===== config.mk =====
export PLATFORM = sky130hd
export DESIGN_NAME = unidade_controle
export DESIGN_NICKNAME = d
export VERILOG_FILES = /design/src/rtl/controle_pkg.sv /design/src/rtl/dec3to8.sv /design/src/rtl/unidade_controle.sv
export SDC_FILE = /design/constraint.sdc
export NUM_CORES = 1
export LEC_CHECK = 0
export ABC_CLOCK_PERIOD_IN_PS = 2000
export CAP_MARGIN = 10
export CORE_UTILIZATION = 30
export CTS_CLUSTER_DIAMETER = 50
export CTS_CLUSTER_SIZE = 20
export DETAILED_ROUTE_END_ITERATION = 10
export PLACE_DENSITY = 0.76
export REMOVE_ABC_BUFFERS = 1
export SYNTH_ARGS = -nofsm -noshare
export SYNTH_HDL_FRONTEND = slang
export SYNTH_SLANG_ARGS = --single-unit

===== constraint.sdc =====
create_clock -name Clock -period 2 [get_ports Clock]
set_clock_uncertainty 0.05 [all_clocks]
set_input_delay 0.4 -clock Clock [delete_from_list [all_inputs] [get_ports Clock]]
set_output_delay 0.4 -clock Clock [all_outputs]
set_load 0.03 [all_outputs]

===== src/rtl/controle_pkg.sv =====
// Shared definitions for the processor control unit: opcodes, FSM states and
// instruction-register field widths.
package controle_pkg;

  localparam int OP_W  = 3;
  localparam int REG_W = 3;
  localparam int IR_W  = OP_W + 2 * REG_W;
  localparam int NREGS = 1 << REG_W;

  localparam logic [OP_W-1:0] MV   = 3'b000;
  localparam logic [OP_W-1:0] MVI  = 3'b001;
  localparam logic [OP_W-1:0] ADD  = 3'b010;
  localparam logic [OP_W-1:0] SUB  = 3'b011;
  localparam logic [OP_W-1:0] MVNZ = 3'b100;

  typedef enum logic [1:0] {
    T0 = 2'd0,
    T1 = 2'd1,
    T2 = 2'd2,
    T3 = 2'd3
  } state_e;

  // Add and sub are the only opcodes that need the T2/T3 accumulator steps.
  function automatic logic is_alu(input logic [OP_W-1:0] op);
    return (op == ADD) || (op == SUB);
  endfunction

endpackage


===== src/rtl/dec3to8.sv =====
// 3-to-8 one-hot decoder with enable; output is all zeros when disabled.
module dec3to8 (
  input  logic [2:0] w_i,
  input  logic       en_i,
  output logic [7:0] y_o
);

  always_comb begin
    y_o = '0;
    if (en_i) y_o[w_i] = 1'b1;
  end

endmodule


===== src/rtl/unidade_controle.sv =====
// Control unit for a simple multi-cycle processor (mv, mvi, add, sub).
// Optional mvnz instruction is built when UNIDADE_CONTROLE_MVNZ_EN is defined.
module unidade_controle
  import controle_pkg::*;
(
  input  logic                  Clock,
  input  logic                  Reset,
  input  logic                  Run,
  input  logic [15:0]           Din,
  input  logic                  Gnz,
  output logic [NREGS-1:0]      Rin,
  output logic [NREGS-1:0]      controlReg,
  output logic                  Gout,
  output logic                  Din_out,
  output logic                  Ain,
  output logic                  Gin,
  output logic                  AddSub,
  output logic                  Done,
  output logic [IR_W-1:0]       IR,
  output logic [1:0]            state_dbg_o
);

  state_e                state_q;
  logic [IR_W-1:0]       ir_q;
  logic                  ir_in;

  logic [OP_W-1:0]       op;
  logic [REG_W-1:0]      rx;
  logic [REG_W-1:0]      ry;

  logic                  rin_en;
  logic                  src_en;
  logic [REG_W-1:0]      src_sel;
  logic                  gout_c;
  logic                  din_out_c;
  logic                  ain_c;
  logic                  gin_c;
  logic                  addsub_c;
  logic                  done_c;

  assign op    = ir_q[IR_W-1 -: OP_W];
  assign rx    = ir_q[2*REG_W-1 -: REG_W];
  assign ry    = ir_q[REG_W-1:0];
  assign ir_in = (state_q == T0);

  always_ff @(posedge Clock) begin
    if (Reset) begin
      state_q <= T0;
      ir_q    <= '0;
    end else begin
      case (state_q)
        T0: if (ir_in && Run) begin
          ir_q    <= Din[IR_W-1:0];
          state_q <= T1;
        end
        T1:      state_q <= is_alu(op) ? T2 : T0;
        T2:      state_q <= T3;
        T3:      state_q <= T0;
        default: state_q <= T0;
      endcase
    end
  end

  always_comb begin
    rin_en    = 1'b0;
    src_en    = 1'b0;
    src_sel   = ry;
    gout_c    = 1'b0;
    din_out_c = 1'b0;
    ain_c     = 1'b0;
    gin_c     = 1'b0;
    addsub_c  = 1'b0;
    done_c    = 1'b0;
    case (state_q)
      T1: begin
        case (op)
          MV: begin
            src_en = 1'b1;
            rin_en = 1'b1;
            done_c = 1'b1;
          end
          MVI: begin
            din_out_c = 1'b1;
            rin_en    = 1'b1;
            done_c    = 1'b1;
          end
          ADD, SUB: begin
            src_sel = rx;
            src_en  = 1'b1;
            ain_c   = 1'b1;
          end
`ifdef UNIDADE_CONTROLE_MVNZ_EN
          MVNZ: begin
            src_en = Gnz;
            rin_en = Gnz;
            done_c = 1'b1;
          end
`endif
          default: done_c = 1'b1;
        endcase
      end
      T2: begin
        src_en   = 1'b1;
        gin_c    = 1'b1;
        addsub_c = op[0];
      end
      T3: begin
        gout_c = 1'b1;
        rin_en = 1'b1;
        done_c = 1'b1;
      end
      default: ;
    endcase
  end

`ifndef UNIDADE_CONTROLE_MVNZ_EN
  logic unused_gnz;
  assign unused_gnz = Gnz;
`endif

  logic unused_din_hi;
  assign unused_din_hi = ^Din[15:IR_W];

  // Reset masks every control line in the cycle it is asserted, so an aborted
  // add/sub can never write back through Rin.
  dec3to8 u_dec_rin (
    .w_i  (rx),
    .en_i (rin_en & ~Reset),
    .y_o  (Rin)
  );

  dec3to8 u_dec_src (
    .w_i  (src_sel),
    .en_i (src_en & ~Reset),
    .y_o  (controlReg)
  );

  assign Gout        = gout_c    & ~Reset;
  assign Din_out     = din_out_c & ~Reset;
  assign Ain         = ain_c     & ~Reset;
  assign Gin         = gin_c     & ~Reset;
  assign AddSub      = addsub_c  & ~Reset;
  assign Done        = done_c    & ~Reset;
  assign IR          = Reset ? '0 : ir_q;
  assign state_dbg_o = state_q;

endmodule


==> impl_results.md <==
* Outcome: complete, but fails checks
* Violated checks: negative setup slack
* First-pass GRT wire length at 4060 um
* LEAKAGE at 0.667 nW
* Critical Path RT at 1.55 ns
* Avg Inst Size Synth at 7.11 um^2
* Total Nets Final at 194
* Root Driver: clkbuf_4
* CTS Hold Bufs at 0
* M2 GR Usage at 0.376
* Via count at 965
* Total GRT Usage at 0.205
* Antenna violations before repair at 0
* Detailed-route DRC error count at 0
* Port bufs at 44
* CP max FO at 4
* Critical path type: register to output pin
* HP Start: ir_q[1]$_SDFFE_PP0P_
* Switching share of power at 0.344
* Crit path launch type: register
* Fraction of layout instances using a drive strength above 1 at 0.426
* R2R depth at 6
* Clk pwr share at 0.243
* Finished Core Util at 0.613
* Setup-failing EPs final at 13
* Wire per inst at 12.9 um
* Worst ir drop on vdd at 0.437 mV
* DIE WIDTH at 52.6 um
* Die Footprint at 2770 um^2
* Hold endpoint: ir_q[1]$_SDFFE_PP0P_
* Final period util at 1.10
* 1st-iter DRT viols at 12
* CP Data Arrival Time at 1.76 ns
* Placed Cells at 190
* Fillers at 214
* Clk slew on worst S/H paths at 0.07 ns
* Largest net degree at the start of global routing at 14
* Combinational power share at 0.368
* Gr busiest metal: met2
* CTS tree: built
* Yosys warnings at 0
* Post-place setup slack at -0.133 ns
* Rel. slew slack at 0.778
* Cell variety after synth at 23
* Max Clock Freq at 453 MHz
* Initial Util at 0.331
* Depth of the CTS H-tree at 1
* Routed wire length at 2550 um
* Sw power at 225 uW
* Overflow after GRT at 0
* Internal power at 429 uW
* Cell taking the most area after synthesis: dfxtp_1
* Synth area leaders: dfxtp_1, nor2_1, nor2b_1
* Layout area overhead at 85.0%
* Post-synth EDFFs at 0
* Crit end category: output pin
* Dpl hpwl at 1910 um
* Ant diodes at 0
* Final Cell Area at 1420 um^2
* Hold Violations, Final at 0
* HP Class: register to register
* Power per standard cell area at 460 nW/um^2
* Count of pins over their slew limit at 0
* Routed vias/inst at 4.90
* Minimum clock period at 2.21 ns
* Post-Synthesis Cells at 108
* GR Layer Usage met1 at 0.221
* Met3 usage at 0.0116
* Final GP Congestion at 0.854
* Worst-Margin Slew at 0.332 ns
* Die height at 52.6 um
* Commonest non-fill, non-tap cell in the layout: buf_4
* Worst setup margin at -0.206 ns
* Io pins at 53
* # rows at 17
* TritonCTS buffer count at 3
* Hold Worst Slack at 0.431 ns
* Clock buffer depth at 2
* Top-area cell type share of the netlist area at 0.287
* Non-Filler Instances at 197
* Core ar. at 2320 um^2
* Number of max-cap violations at 0
* Flop pwr share at 0.389
* Clk sink count at 11
* Most frequent cells in the layout: buf_4, nor2_1, nand2_1, clkdlybuf4s50_1, a21oi_1
* Ys flop type: dfxtp_1
* Worst r2r src: state_dbg_o[0]$_SDFFE_PP0P_
* RSZ-0062 raised after global routing: true
* DP Area at 1260 um^2
* Cell Area, Synth at 768 um^2
* Hold depth at 2
* DRT Pass-1 Iters at 4
* Post-synth ARST share at 0
* Post-route ant nets at 0
* Reg-to-reg setup timing slack at 0.61 ns
* FF+latch count, synth at 11
* Clock Latency Late Sink at 0.28 ns
* Vias in the first global route at 879
* Sequential element share of the synthesized area at 0.287
-- power by group through the flow --
stage,registers (mW),clock network [mW],logic (mW)
4_1_cts,0.254,0.164,0.231
6_report,0.254,0.159,0.241
3_3_place_gp,0.254,0,0.200
5_1_grt,0.257,0.170,0.260
2_1_floorplan,0.256,0,0.103
3_5_place_dp,0.256,0,0.205
-- final cells by class --
type,count,area [um^2],area share
Multi-Input combinational cell,88,611,0.430
Timing Repair Buffer,62,512,0.360
Sequential cell,11,223,0.157
Tap cell,28,35.0,0.0246
Clock buffer,4,26.3,0.0185
Inverter,4,15.0,0.0106
-- kinds of logic (layout without fill, tap and decap cells) --
logic type / Yosys count / after routing / share of synthesized area
AO/OA/AOI/OAI: 15 / 15 / 0.107
adder cells (fa/ha/maj): 4 / 4 / 0.0651
buffers and inverters: 9 / 70 / 0.0440
flip-flops: 11 / 11 / 0.287
multiplexers: 4 / 4 / 0.0537
AND/OR/NAND/NOR: 65 / 65 / 0.443
-- sequential cells by signal (all words and copies together) (netlist names), named ones only --
register	flops
state_dbg_o	1
ir_q	9
-- critical path: stages (launching register included) --
cell and delay, ns:
dfxtp_2 0.33, inv_2 0.05, ha_4 0.17, nand3b_4 0.11
mux2i_2 0.24, nand4b_1 0.23, nor3_2 0.17, buf_4 0.18
-- timing repair --
item                                    in CTS  in global routing
pin swaps                                    7                  5
buffers inserted                             1                  2
resized for setup                           20                  7
endpoints found under the setup margin      22                 16
-- layer usage --
metal / wire, um / up-vias / part of all wire
met2: 1390 / 43 / 0.54
met4: 72 / 0 / 0.028
met1: 960 / 431 / 0.38
met5: 0 / - / 0
li1: - / 484 / -
met3: 131 / 7 / 0.051
-- stage by stage --
stage,power (mW),TNS [ns]
finish,0.654,-1.51
global route,0.688,-3.15
CTS,0.648,-1.26
detailed placement,0.461,-0.905
global placement,0.454,-0.551
floorplan,0.360,-4.58
-- synthesized netlist by cell type, types with 2 or more instances --
| library cell | number |
|---|---|
| mux2i_1 | 3 |
| nor3_1 | 3 |
| nand3_1 | 9 |
| nand2b_1 | 5 |
| nor2_1 | 18 |
| inv_1 | 4 |
| ha_1 | 4 |
| clkbuf_1 | 4 |
| and2_1 | 2 |
| dfxtp_1 | 11 |
| a21oi_1 | 11 |
| nand2_1 | 13 |
| nor2b_1 | 10 |
| o21ai_0 | 2 |
-- worst max path at each step --
stage,start,to,slack (ns),cells past startpoint
4_1_cts,register,controlReg[6],-0.18,7
3_5_place_dp,Reset,Rin[1],-0.13,5
5_1_grt,register,controlReg[4],-0.30,7
2_1_floorplan,register,controlReg[7],-0.47,6
6_report,register,controlReg[6],-0.21,7
3_3_place_gp,Reset,Rin[1],-0.09,5
No activity file was read; power rests on OpenSTA's default activity.
